File: src/rtl/pe_feeder.sv
// Operand feeder for a systolic PE: buffers weight/activation pairs in a circular
// FIFO and streams a gap-free burst of LEN pairs on command, ending with a done pulse.
module pe_feeder #(
    parameter int unsigned DW    = 8,
    parameter int unsigned DEPTH = 16,
    parameter int unsigned LW    = 5
) (
    input  logic          clk,
    input  logic          rst,
    input  logic          in_valid,
    output logic          in_ready,
    input  logic [DW-1:0] in_w,
    input  logic [DW-1:0] in_a,
    input  logic          start,
    input  logic [LW-1:0] len,
    output logic          busy,
    output logic          done,
    output logic          fire,
    output logic [DW-1:0] w,
    output logic [DW-1:0] a,
    output logic [LW-1:0] count
);

    localparam int unsigned AW = $clog2(DEPTH);

    typedef enum logic [1:0] {
        ST_IDLE,
        ST_WAIT,
        ST_STREAM,
        ST_END
    } state_t;

    state_t          state_q;
    logic [AW-1:0]   wr_ptr_q;
    logic [AW-1:0]   rd_ptr_q;
    logic [LW-1:0]   count_q;
    logic [LW-1:0]   count_d;
    logic [LW-1:0]   rem_q;
    logic            fire_q;
    logic            done_q;
    logic            busy_q;
    logic [DW-1:0]   w_q;
    logic [DW-1:0]   a_q;
    logic [DW-1:0]   mem_w_q [DEPTH];
    logic [DW-1:0]   mem_a_q [DEPTH];

    logic            push;
    logic            pop;
    logic            start_ok;

    // Full check looks only at registered occupancy, never at a same-cycle pop.
    assign in_ready = (count_q < LW'(DEPTH));
    assign push     = in_valid && in_ready;
    assign pop      = (state_q == ST_STREAM);
    assign start_ok = start && (len != '0) && (len <= LW'(DEPTH));

    always_comb begin
        count_d = count_q;
        if (push && !pop) begin
            count_d = count_q + LW'(1);
        end else if (!push && pop) begin
            count_d = count_q - LW'(1);
        end
    end

    // Storage array carries no reset; validity is tracked by the pointers.
    always_ff @(posedge clk) begin
        if (push) begin
            mem_w_q[wr_ptr_q] <= in_w;
            mem_a_q[wr_ptr_q] <= in_a;
        end
    end

    always_ff @(posedge clk or posedge rst) begin
        if (rst) begin
            state_q  <= ST_IDLE;
            wr_ptr_q <= '0;
            rd_ptr_q <= '0;
            count_q  <= '0;
            rem_q    <= '0;
            fire_q   <= 1'b0;
            done_q   <= 1'b0;
            busy_q   <= 1'b0;
            w_q      <= '0;
            a_q      <= '0;
        end else begin
            count_q <= count_d;
            done_q  <= 1'b0;
            if (push) begin
                wr_ptr_q <= wr_ptr_q + AW'(1);
            end
            case (state_q)
                ST_IDLE: begin
                    // busy stays up through the done cycle, then drops here
                    busy_q <= 1'b0;
                    if (start_ok) begin
                        rem_q   <= len;
                        busy_q  <= 1'b1;
                        state_q <= (count_q >= len) ? ST_STREAM : ST_WAIT;
                    end
                end
                ST_WAIT: begin
                    if (count_q >= rem_q) begin
                        state_q <= ST_STREAM;
                    end
                end
                ST_STREAM: begin
                    w_q      <= mem_w_q[rd_ptr_q];
                    a_q      <= mem_a_q[rd_ptr_q];
                    fire_q   <= 1'b1;
                    rd_ptr_q <= rd_ptr_q + AW'(1);
                    rem_q    <= rem_q - LW'(1);
                    if (rem_q == LW'(1)) begin
                        state_q <= ST_END;
                    end
                end
                ST_END: begin
                    fire_q  <= 1'b0;
                    done_q  <= 1'b1;
                    state_q <= ST_IDLE;
                end
                default: begin
                    state_q <= ST_IDLE;
                end
            endcase
        end
    end

    assign busy  = busy_q;
    assign done  = done_q;
    assign fire  = fire_q;
    assign w     = w_q;
    assign a     = a_q;
    assign count = count_q;

endmodule

File: config.mk
export PLATFORM = sky130hd
export DESIGN_NAME = pe_feeder
export DESIGN_NICKNAME = d
export VERILOG_FILES = /design/src/rtl/pe_feeder.sv
export SDC_FILE = /design/constraint.sdc
export NUM_CORES = 1
export LEC_CHECK = 0
export CAP_MARGIN = 25
export CORE_ASPECT_RATIO = 0.75
export CORE_MARGIN = 1
export CORE_UTILIZATION = 33
export DETAILED_ROUTE_END_ITERATION = 6
export PLACE_DENSITY_LB_ADDON = 0.08
export SYNTH_ARGS = -nofsm -noshare
export SYNTH_HDL_FRONTEND = slang
export SYNTH_SLANG_ARGS = --single-unit
File: constraint.sdc
create_clock -name clk -period 4.9 [get_ports clk]
set_input_delay 0.49 -clock clk [delete_from_list [all_inputs] [get_ports clk]]
set_output_delay 0.49 -clock clk [all_outputs]
set_load 0.05 [all_outputs]
==> out/metrics.cfg, run 1 <==
[run_status]
status = completed

[drt]
met3_wirelength_um = 858
detail_route.iter0.violations = 385
drc_errors = 0
route.detailed.wl_per_inst_um = 24.0
route.top_layer_used = met4
detailed_route_vias_per_instance = 5.03
drt.antenna.violating_nets = 0
detailroute.wirelength.met2_um = 13200
vias_after_detailed_routing = 5978
m1WireLength_um = 13700
firstDrtPassIters = 5
drt-total-wl_um = 28600

[floorplanning]
design.core.area_mm2 = 0.0359
ioPinCount = 50
starting_density_of_the_core_pct = 33.5
die_area_mm2 = 0.0373
die_x_um = 223
die_y_um = 167
core.rowCount = 60

[timing]
timing_max_transition_violations_final = 0
max_slew.worst_pin.slew_ns = 0.957
max_freq_ghz = 0.348
clock-skew-final_ns = 0.0210
layout_worst_path_cycle_share_pct = 58.6
period_minus_slack_ns = 2.87
timing.setup.tns_ns = 0
setup_repair_after_global_routing_missed_its_margin = false
final.setup.worst_slack_ns = 2.03
relSlewSlack_pct = 36.0
setup-violations-final = 0
hold_viol_final = 0

[synthesis]
synth_warnings = 0
synth-seq-cells = 295
number_of_flops_mapped_to_enable_cells_by_yosys = 256
synthCells = 643
yosysMostFrequentCell = sky130_fd_sc_hd__edfxtp_1
post_synth_top_area_share_pct = 63.9
synth_area_leader_cell = sky130_fd_sc_hd__edfxtp_1
netlist_area_pre_place_mm2 = 0.0120
synth_area_leaders = sky130_fd_sc_hd__edfxtp_1 64%, sky130_fd_sc_hd__mux4_2 10%, sky130_fd_sc_hd__dfrtp_1 8.1%
synth_nets = 695
ys_top_cells_by_count = 256 x sky130_fd_sc_hd__edfxtp_1, 54 x sky130_fd_sc_hd__mux4_2, 39 x sky130_fd_sc_hd__dfrtp_1
ys_seq_area_share_pct = 72.0
postSynthAreaPerCell_um2 = 18.7
dominantRegCellSynth = sky130_fd_sc_hd__edfxtp_1
synth_cell_types = 44
synth_async_sr_flop_share_pct = 13.2

[clock_tree]
clock_tree.htree_level_count = 1
maximum_number_of_buffers_from_clock_root_to_sink = 3
post_cts_buffers = 0
clkSlewWorstSetupHoldPaths_ns = 0.06
cts_inserted_buffers = 30
holdBufCountCts = 0
post_cts_repair_resize_count = 0
tritoncts = done
cts_sinks = 295
clkLatencyLatePin_ns = 0.56
cts.root.buffer_cell = sky130_fd_sc_hd__clkbuf_16

[placed_design]
placed_area_mm2 = 0.0130
place.port_buffers = 49
place.gp.congestion = 0.808
place.detailed.hpwl_um = 18300
post_placement_worst_setup_slack_ns = 1.56

[grt]
gr-usage-all-layers_pct = 15.7
grt_first_pass_wirelength_um = 42100
sum_of_overflow_across_all_layers_after_global_routing = 0
pin_count_of_the_biggest_net_entering_global_routing = 45
via_count_of_the_first_global_routing_pass = 6345
grt_antenna_before_repair = 1

[worst_hold_path]
hold_class = in2async

[pwr]
power.static_leakage_uw = 0.00464
p_total_uw = 8590
power.density_mw_per_mm2 = 613
vdd_ir_drop_max_mv = 0.242

[worst_setup_path]
cp.required_ns = 5.34
worst_path_largest_cell_delay_ns = 0.41
critical_path.max_fanout = 44
crit_path_end_kind = flip-flop
timing.setup.critical_path_class = reg2reg
crit_start = state_q[0]$_DFFE_PP0P_
timing.critical_path.mode_cell = sky130_fd_sc_hd__inv_1
worst_setup_path_start_kind = flip-flop
path_delay_family = buffers and inverters
critical_path.slowest_cell = sky130_fd_sc_hd__dfrtp_1
crit_path_cell_trace = inv_1 > ha_2 > buf_4 > inv_1 > ha_1 > inv_1 > ha_1 > a21o_1 > a21oi_1 > xnor2_1 > nor2_1 > xnor2_1
worst_setup_path_endpoint = count[4]$_DFFE_PP0P_
cp.buffers_inverters = 4
worstSetupPathDepth = 12
crit_arrival_ns = 3.31
rr_endpoint = count[4]$_DFFE_PP0P_
worst_reg2reg_startpoint = state_q[0]$_DFFE_PP0P_
setup.reg_to_reg.worst_slack_ns = 2.03
worstRegToRegCells = 12

[run]
cap_viol_max_count = 0

[final_layout]
utilization_pct = 39.0
post-route-cell-area_mm2 = 0.0140
post_route_cells_drive_above_1_share_pct = 18.8
num-nets-final = 750
area.growth.synth_to_final_pct = 16.3

-- flip-flops by register name, summed over array words and instances (netlist names) --
signal    flops
a             8
busy          1
count         5
done          1
fire          1
mem_a_q     128
mem_w_q     128
rd_ptr_q      4
rem_q         5
state_q       2
w             8
wr_ptr_q      4
-- final cells by class --
| cell class | instances | area [um^2] |
|---|---|---|
| inverter | 19 | 71.3 |
| clock inverter | 14 | 143 |
| multi-input combinational | 298 | 3110 |
| clock buffer | 42 | 847 |
| timing repair buffer | 54 | 573 |
| sequential | 295 | 8670 |
| tap | 465 | 582 |
| antenna | 2 | 5.00 |
| fill | 3311 | 21900 |
-- cells in the final DEF, fill, tap and decap left out, types with 20 or more instances in the layout --
cell                              count
sky130_fd_sc_hd__ha_1                25
sky130_fd_sc_hd__o22ai_1             21
sky130_fd_sc_hd__mux2_2              24
sky130_fd_sc_hd__clkdlybuf4s50_1     49
sky130_fd_sc_hd__edfxtp_1           256
sky130_fd_sc_hd__a211oi_1            20
sky130_fd_sc_hd__a21oi_1             20
sky130_fd_sc_hd__dfrtp_1             35
sky130_fd_sc_hd__nand2_1             20
sky130_fd_sc_hd__mux4_2              54
sky130_fd_sc_hd__clkbuf_16           31
-- power by group --
part / internal, uW / leakage, uW / switching (uW)
Sequential: 3050 / 0.00275 / 402
Clock: 1360 / 0.000477 / 933
Combinational: 1270 / 0.00141 / 1580
Total: 5670 / 0.00464 / 2920
-- cells by family after synthesis --
group | synth area share, %
flops | 72.0
mux | 13.6
compound gates | 4.68
simple gates | 3.83
buf+inv | 2.24
fa+ha+maj | 2.87
xor+xnor | 0.800
-- per-stage QoR --
| stage | hold slack, ns | cells |
|---|---|---|
| 5_1_grt | 0.128 | 1187 |
| 6_report | 0.140 | 1189 |
| 3_5_place_dp | 0.508 | 1130 |
| 2_1_floorplan | 0.486 | 643 |
| 3_3_place_gp | 0.492 | 1129 |
| 4_1_cts | 0.491 | 1186 |
-- worst reg2reg max path, delay by kind of cell, from the launching register on --
kind,cells,cell delay (ns)
adders and majority gates,3,0.75
xor gates and xnor gates,2,0.27
DFF,1,0.41
and+or+nand+nor,1,0.07
buffers and inverters,4,0.92
AOI/OAI and AO/OA,2,0.34
-- how the worst min path moves through the flow --
stage	to	slack [ns]	depth (start not counted)
final	fire$_DFFE_PP0P_	0.14	2
after global routing	done$_DFF_PP0_	0.13	2
after CTS	fire$_DFFE_PP0P_	0.49	2
after detailed placement	fire$_DFFE_PP0P_	0.51	2
after global placement	fire$_DFFE_PP0P_	0.49	2
after floorplan	rem_q[1]$_DFFE_PP0P_	0.49	2
-- metal layers --
layer | track usage (%) | vias up
met1 | 22.1 | 3134
met3 | 2.33 | 42
met4 | 4.86 | 0
met5 | 0 | -
met2 | 25.1 | 123
li1 | - | 2679
No activity file was read; power rests on OpenSTA's default activity.
==> run 2: changes to the inputs <==
clock period = 3 ns   (was 4.9 ns; I/O delays follow)
==> run 2 against run 1 <==
Net effect: die area unchanged; worst hold slack worse by 0.039 ns; largest cell class unchanged; routed wire length up 0.57%; register-to-register slack worse by 1.3 ns; fmax up 26%; largest power group unchanged; non-clock buffer count up 29; first-iteration DRC count up 7.0%; combinational power up 72%; sequential power up 58%; cell count up 2.3%; global-route usage up 0.081 points; clock power up 65%.
==> out/metrics.cfg, run 2 (synthesized netlist as in run 1, its figures left out) <==
[drt]
m1WireLength_um = 14400  ; +5.1%
drc_errors = 0  ; unchanged
met3_wirelength_um = 1280  ; +50%
drt.antenna.violating_nets = 0  ; unchanged
route.detailed.wl_per_inst_um = 23.6  ; -1.7%
detailroute.wirelength.met2_um = 12600  ; -4.5%
route.top_layer_used = met4
detailed_route_vias_per_instance = 5.06  ; +0.72%
vias_after_detailed_routing = 6158  ; +3.0%
firstDrtPassIters = 4  ; -1
detail_route.iter0.violations = 412  ; +7.0%
drt-total-wl_um = 28700  ; +0.57%

[pwr]
p_total_uw = 14100  ; +65%
net_switching_uw = 4710  ; +62%
power.static_leakage_uw = 0.00481  ; +3.5%
power.share.sequential_pct = 38.6  ; -1.6 points
pwr-share-comb_pct = 34.7  ; +1.5 points
switching_share_pct = 33.3  ; -0.63 points
clock_power_share_pct = 26.8  ; about the same
power_report.internal_total_uw = 9420  ; +66%
vdd_ir_drop_max_mv = 0.468  ; +94%
power.density_mw_per_mm2 = 992  ; +62%

[clock_tree]
cts.root.buffer_cell = sky130_fd_sc_hd__clkbuf_16
cts_sinks = 295  ; unchanged
holdBufCountCts = 0  ; unchanged
post_cts_repair_resize_count = 0  ; unchanged
cts_inserted_buffers = 30  ; unchanged
clkSlewWorstSetupHoldPaths_ns = 0.06  ; about the same
tritoncts = done
maximum_number_of_buffers_from_clock_root_to_sink = 3  ; unchanged
post_cts_buffers = 0  ; unchanged
clock_tree.htree_level_count = 1  ; unchanged
clkLatencyLatePin_ns = 0.56  ; about the same

[timing]
timing.setup.tns_ns = 0  ; unchanged
relSlewSlack_pct = 55.0  ; +19 points
setup-violations-final = 0  ; unchanged
clock-skew-final_ns = 0.0199  ; -0.00111 ns
layout_worst_path_cycle_share_pct = 75.9  ; +17 points
timing_max_transition_violations_final = 0  ; unchanged
max_freq_ghz = 0.439  ; +26%
setup_repair_after_global_routing_missed_its_margin = false
hold_viol_final = 0  ; unchanged
period_minus_slack_ns = 2.28  ; -0.594 ns
max_slew.worst_pin.slew_ns = 0.673  ; -0.285 ns

[worst_hold_path]
hold_class = in2async

[placed_design]
placed_cells = 1160  ; +2.7%
place.gp.congestion = 0.789  ; -2.4%
place.port_buffers = 49  ; unchanged
placed_area_mm2 = 0.0132  ; +2.0%
place.detailed.hpwl_um = 17500  ; -4.7%

[grt]
sum_of_overflow_across_all_layers_after_global_routing = 0  ; unchanged
grt_antenna_before_repair = 0  ; -1
via_count_of_the_first_global_routing_pass = 6495  ; +2.4%
grt_first_pass_wirelength_um = 43200  ; +2.6%
pin_count_of_the_biggest_net_entering_global_routing = 44  ; -2.2%
gr-usage-all-layers_pct = 15.8  ; +0.081 points

[final_layout]
area.growth.synth_to_final_pct = 18.3
layout_common_cells = 256 x sky130_fd_sc_hd__edfxtp_1, 54 x sky130_fd_sc_hd__mux4_2, 49 x sky130_fd_sc_hd__clkdlybuf4s50_1
post_route_cells_drive_above_1_share_pct = 22.1  ; +3.3 points
filler_cell_count = 3261  ; -1.5%
layout_commonest_cell = sky130_fd_sc_hd__edfxtp_1
layout.cells.non_filler = 1216  ; +2.3%
largest_registers = mem_a_q: 128 flops, mem_w_q: 128 flops
antenna_cells = 0  ; -2
utilization_pct = 39.7  ; +0.69 points
post-route-cell-area_mm2 = 0.0142  ; +1.8%
num-nets-final = 779  ; +3.9%

[floorplanning]
die_y_um = 167  ; unchanged
design.core.area_mm2 = 0.0359  ; unchanged
core.rowCount = 60  ; unchanged
ioPinCount = 50  ; unchanged
die_area_mm2 = 0.0373  ; unchanged
die_x_um = 223  ; unchanged
starting_density_of_the_core_pct = 33.5  ; unchanged

[worst_setup_path]
crit_arrival_ns = 2.73  ; -0.58 ns
worstRegToRegCells = 11  ; -1
cp.required_ns = 3.45  ; -1.89 ns
worst_setup_path_start_kind = flip-flop
timing.setup.critical_path_class = reg2reg
crit_path_end_kind = flip-flop
critical_path.max_fanout = 4  ; -91%

[run_status]
status = completed

[run]
cap_viol_max_count = 0  ; unchanged

[run 2: area by class of cell]
cell class / instances / area (um^2) / share of cell area (%)
Clock buffer: 51 / 931 / 6.53
Inverter: 19 / 71.3 / 0.501
Clock inverter: 5 / 76.3 / 0.536
Sequential cell: 295 / 8670 / 60.9
Tap cell: 465 / 582 / 4.08
Multi-Input combinational cell: 298 / 3110 / 21.8
Timing Repair Buffer: 83 / 808 / 5.67
[run 2: routing by layer]
| metal | global-route usage (%) | vias up |
|---|---|---|
| li1 | - | 2741 |
| met1 | 24.0 | 3257 |
| met2 | 23.6 | 124 |
| met3 | 2.67 | 36 |
| met4 | 3.33 | 0 |
| met5 | 0 | - |
[run 2: critical path, stage by stage, from the launching register on]
cell	delay, ns
sky130_fd_sc_hd__dfrtp_1	0.40
sky130_fd_sc_hd__inv_1	0.10
sky130_fd_sc_hd__ha_2	0.20
sky130_fd_sc_hd__inv_1	0.07
sky130_fd_sc_hd__ha_1	0.18
sky130_fd_sc_hd__inv_1	0.11
sky130_fd_sc_hd__fa_1	0.42
sky130_fd_sc_hd__a21o_1	0.20
sky130_fd_sc_hd__a21oi_1	0.17
sky130_fd_sc_hd__xnor2_1	0.13
sky130_fd_sc_hd__nor2_1	0.07
sky130_fd_sc_hd__xnor2_1	0.13
[run 2: worst paths after layout]
| path | from | end | slack (ns) |
|---|---|---|---|
| max | state_q[0]$_DFFE_PP0P_ | count[4]$_DFFE_PP0P_ | 0.72 |
| min | rst | rem_q[1]$_DFFE_PP0P_ | 0.10 |
| max reg2reg | state_q[0]$_DFFE_PP0P_ | count[4]$_DFFE_PP0P_ | 0.72 |
| min reg2reg | busy$_DFFE_PP0N_ | busy$_DFFE_PP0N_ | 0.51 |
| max in group asynchronous | rst | w[7]$_DFFE_PP0N_ | 2.26 |
| min in group clk | busy$_DFFE_PP0N_ | busy$_DFFE_PP0N_ | 0.51 |
[run 2: per-stage QoR]
| step | worst slack (ns) | hold slack, ns |
|---|---|---|
| 2_1_floorplan | 0.497 | 0.399 |
| 3_3_place_gp | 0.500 | 0.490 |
| 3_5_place_dp | 0.544 | 0.502 |
| 4_1_cts | 0.712 | 0.0984 |
| 5_1_grt | 0.536 | 0.119 |
| 6_report | 0.722 | 0.101 |
[run 2: power by group through the flow]
| stage | combinational [uW] | sequential, uW | clock, uW |
|---|---|---|---|
| after floorplan | 3120 | 5820 | 0 |
| after global placement | 4920 | 5530 | 0 |
| after detailed placement | 4960 | 5550 | 0 |
| after CTS | 4980 | 5470 | 3890 |
| after global routing | 5340 | 5520 | 4030 |
| final | 4900 | 5450 | 3780 |
==> run 3: changes to the inputs <==
clock period = 1.8 ns   (was 3 ns; I/O delays follow)
==> run 3 against run 2 <==
Net effect: via count grew 4.1%; critical path type unchanged; the flow now finishes with violations (setup timing); die area is the same; clock power grew 75%.
==> out/metrics.cfg, run 3 (synthesized netlist as in run 1, its figures left out) <==
[run_status]
status = finished with violations
violations = setup timing

[grt]
pin_count_of_the_biggest_net_entering_global_routing = 44  ; unchanged
gr-usage-all-layers_pct = 16.5  ; +0.77 points
via_count_of_the_first_global_routing_pass = 6847  ; +5.4%
grt_first_pass_wirelength_um = 45000  ; +4.3%
grt_antenna_before_repair = 0  ; unchanged
sum_of_overflow_across_all_layers_after_global_routing = 0  ; unchanged

[timing]
relSlewSlack_pct = 51.6  ; -3.4 points
period_minus_slack_ns = 1.92  ; -0.362 ns
hold_viol_final = 0  ; unchanged
setup_repair_after_global_routing_missed_its_margin = true
max_freq_ghz = 0.522  ; +19%
max_slew.worst_pin.slew_ns = 0.724  ; +0.0512 ns
clock-skew-final_ns = 0.0179  ; -0.00203 ns
timing_max_transition_violations_final = 0  ; unchanged
layout_worst_path_cycle_share_pct = 106  ; +31 points
final.setup.worst_slack_ns = -0.116  ; -0.838 ns
setup-violations-final = 15  ; +15
timing.setup.tns_ns = -0.639  ; -0.639 ns

[drt]
vias_after_detailed_routing = 6413  ; +4.1%
firstDrtPassIters = 4  ; unchanged
met3_wirelength_um = 1190  ; -7.2%
detail_route.iter0.violations = 389  ; -5.6%
drc_errors = 0  ; unchanged
route.detailed.wl_per_inst_um = 23.7  ; +0.20%
detailed_route_vias_per_instance = 4.95  ; -2.2%
drt.antenna.violating_nets = 0  ; unchanged
detailroute.wirelength.met2_um = 13900  ; +10%
route.top_layer_used = met4
m1WireLength_um = 15000  ; +4.4%
drt-total-wl_um = 30700  ; +6.7%

[clock_tree]
cts_sinks = 295  ; unchanged
cts.root.buffer_cell = sky130_fd_sc_hd__clkbuf_16
clkLatencyLatePin_ns = 0.57  ; about the same
tritoncts = done
cts_inserted_buffers = 31  ; +3.3%
clkSlewWorstSetupHoldPaths_ns = 0.06  ; about the same
clock_tree.htree_level_count = 1  ; unchanged
maximum_number_of_buffers_from_clock_root_to_sink = 3  ; unchanged

[pwr]
vdd_ir_drop_max_mv = 0.871  ; +86%
power.density_mw_per_mm2 = 1710  ; +72%
clock_power_share_pct = 24.6  ; -2.2 points
power_report.internal_total_uw = 17700  ; +88%
power.static_leakage_uw = 0.00551  ; +15%
power.share.sequential_pct = 33.1  ; -5.5 points
pwr-share-comb_pct = 42.4  ; +7.7 points
switching_share_pct = 34.0  ; +0.64 points
net_switching_uw = 9130  ; +94%

[floorplanning]
design.core.area_mm2 = 0.0359  ; unchanged
core.rowCount = 60  ; unchanged
starting_density_of_the_core_pct = 33.5  ; unchanged
die_area_mm2 = 0.0373  ; unchanged
die_x_um = 223  ; unchanged
die_y_um = 167  ; unchanged
ioPinCount = 50  ; unchanged

[placed_design]
place.gp.congestion = 0.779  ; -1.3%
place.detailed.hpwl_um = 18800  ; +7.7%
place.port_buffers = 49  ; unchanged

[final_layout]
utilization_pct = 43.9  ; +4.2 points
antenna_cells = 0  ; unchanged
largest_registers = mem_a_q: 128 flops, mem_w_q: 128 flops
num-nets-final = 857  ; +10%
layout_commonest_cell = sky130_fd_sc_hd__edfxtp_1
area.growth.synth_to_final_pct = 30.9
layout_common_cells = 256 x sky130_fd_sc_hd__edfxtp_1, 59 x sky130_fd_sc_hd__buf_4, 56 x sky130_fd_sc_hd__mux4_2
post_route_cells_drive_above_1_share_pct = 40.0  ; +18 points

[worst_setup_path]
worst_path_largest_cell_delay_ns = 0.37  ; -0.05 ns
cp.required_ns = 2.24  ; -1.21 ns
critical_path.max_fanout = 4  ; unchanged
timing.setup.critical_path_class = reg2reg
crit_path_cell_trace = inv_2 > ha_4 > inv_4 > ha_4 > inv_4 > fa_2 > a21o_1 > a21oi_2 > xnor2_1 > nor2_1 > xnor2_1
worst_setup_path_start_kind = flip-flop
crit_arrival_ns = 2.36  ; -0.37 ns
critical_path.slowest_cell = sky130_fd_sc_hd__dfrtp_1
crit_path_end_kind = flip-flop

[run]
cap_viol_max_count = 0  ; unchanged

[worst_hold_path]
hold_class = in2reg

[run 3: cell types whose count changed in the layout (fill, tap and decap cells not counted), moves of 13 or more]
cell                              delta
sky130_fd_sc_hd__buf_12             +30
sky130_fd_sc_hd__buf_4              +30
sky130_fd_sc_hd__clkdlybuf4s50_1    -25
sky130_fd_sc_hd__a211oi_1           -18
sky130_fd_sc_hd__dlygate4sd2_1      +17
sky130_fd_sc_hd__and2_1             -16
sky130_fd_sc_hd__and2_2             +16
sky130_fd_sc_hd__nor2b_1            -15
sky130_fd_sc_hd__a211oi_2           +14
sky130_fd_sc_hd__buf_6              +13
[run 3: stage by stage]
| stage | power [uW] | setup WS [ns] | cells | hold WS (ns) | area (um^2) |
|---|---|---|---|---|---|
| floorplan | 15000 | -0.307 | 643 | 0.279 | 12100 |
| global placement | 18400 | -0.429 | 1212 | 0.482 | 14000 |
| detailed placement | 18400 | -0.474 | 1212 | 0.498 | 14000 |
| CTS | 26400 | -0.134 | 1290 | 0.380 | 15500 |
| global route | 28200 | -0.203 | 1295 | 0.402 | 15800 |
| finish | 26900 | -0.116 | 1295 | 0.409 | 15800 |
[run 3: power by group through the flow]
stage | registers [uW] | logic, uW | clock network (uW)
after global placement | 8960 | 9400 | 0
after floorplan | 9710 | 5290 | 0
after global routing | 8970 | 12200 | 7040
after detailed placement | 8980 | 9460 | 0
final | 8890 | 11400 | 6600
after CTS | 8870 | 10700 | 6790
[run 3: final timing paths]
kind | startpoint | to | slack (ns) | cells after the start
worst max-delay path | state_q[0]$_DFFE_PP0P_ | count[4]$_DFFE_PP0P_ | -0.12 | 11
worst min-delay path | in_a[5] | mem_a_q[13][5]$_DFFE_PP_ | 0.41 | 2
worst max register to register | state_q[0]$_DFFE_PP0P_ | count[4]$_DFFE_PP0P_ | -0.12 | 11
worst min register to register | busy$_DFFE_PP0N_ | busy$_DFFE_PP0N_ | 0.50 | 1
max in group asynchronous | rst | count[2]$_DFFE_PP0P_ | 1.02 | 4
min in group asynchronous | rst | w[0]$_DFFE_PP0N_ | 0.54 | 4
[run 3: layer usage]
layer / track usage (%) / vias up
met1: 25.2 / 3362
met3: 2.70 / 42
met2: 24.7 / 115
met5: 0 / -
li1: - / 2894
met4: 3.57 / 0
[run 3: critical path, delay by kind of cell (launching register included)]
kind	cells	cell delay [ns]
compound gates	2	0.30
xor+xnor	2	0.25
fa+ha+maj	3	0.64
buf+inv	3	0.16
flops	1	0.37
simple gates	1	0.07
[run 3: layout make-up]
| class | count | area [um^2] |
|---|---|---|
| Clock inverter | 18 | 221 |
| Clock buffer | 40 | 830 |
| Timing Repair Buffer | 160 | 1900 |
| Sequential cell | 295 | 8670 |
| Tap cell | 465 | 582 |
| Inverter | 19 | 76.3 |
| Fill cell | 3140 | 20100 |
| Multi-Input combinational cell | 298 | 3480 |
[run 3: repair_timing]
item	4_1_cts	5_1_grt
endpoints found under the setup margin	286	166
endpoints found under the hold margin	39	0
buffers inserted	19	7
gates resized for setup	89	45
hold buffers	1	0
pin swaps	35	20
gates cloned	3	3
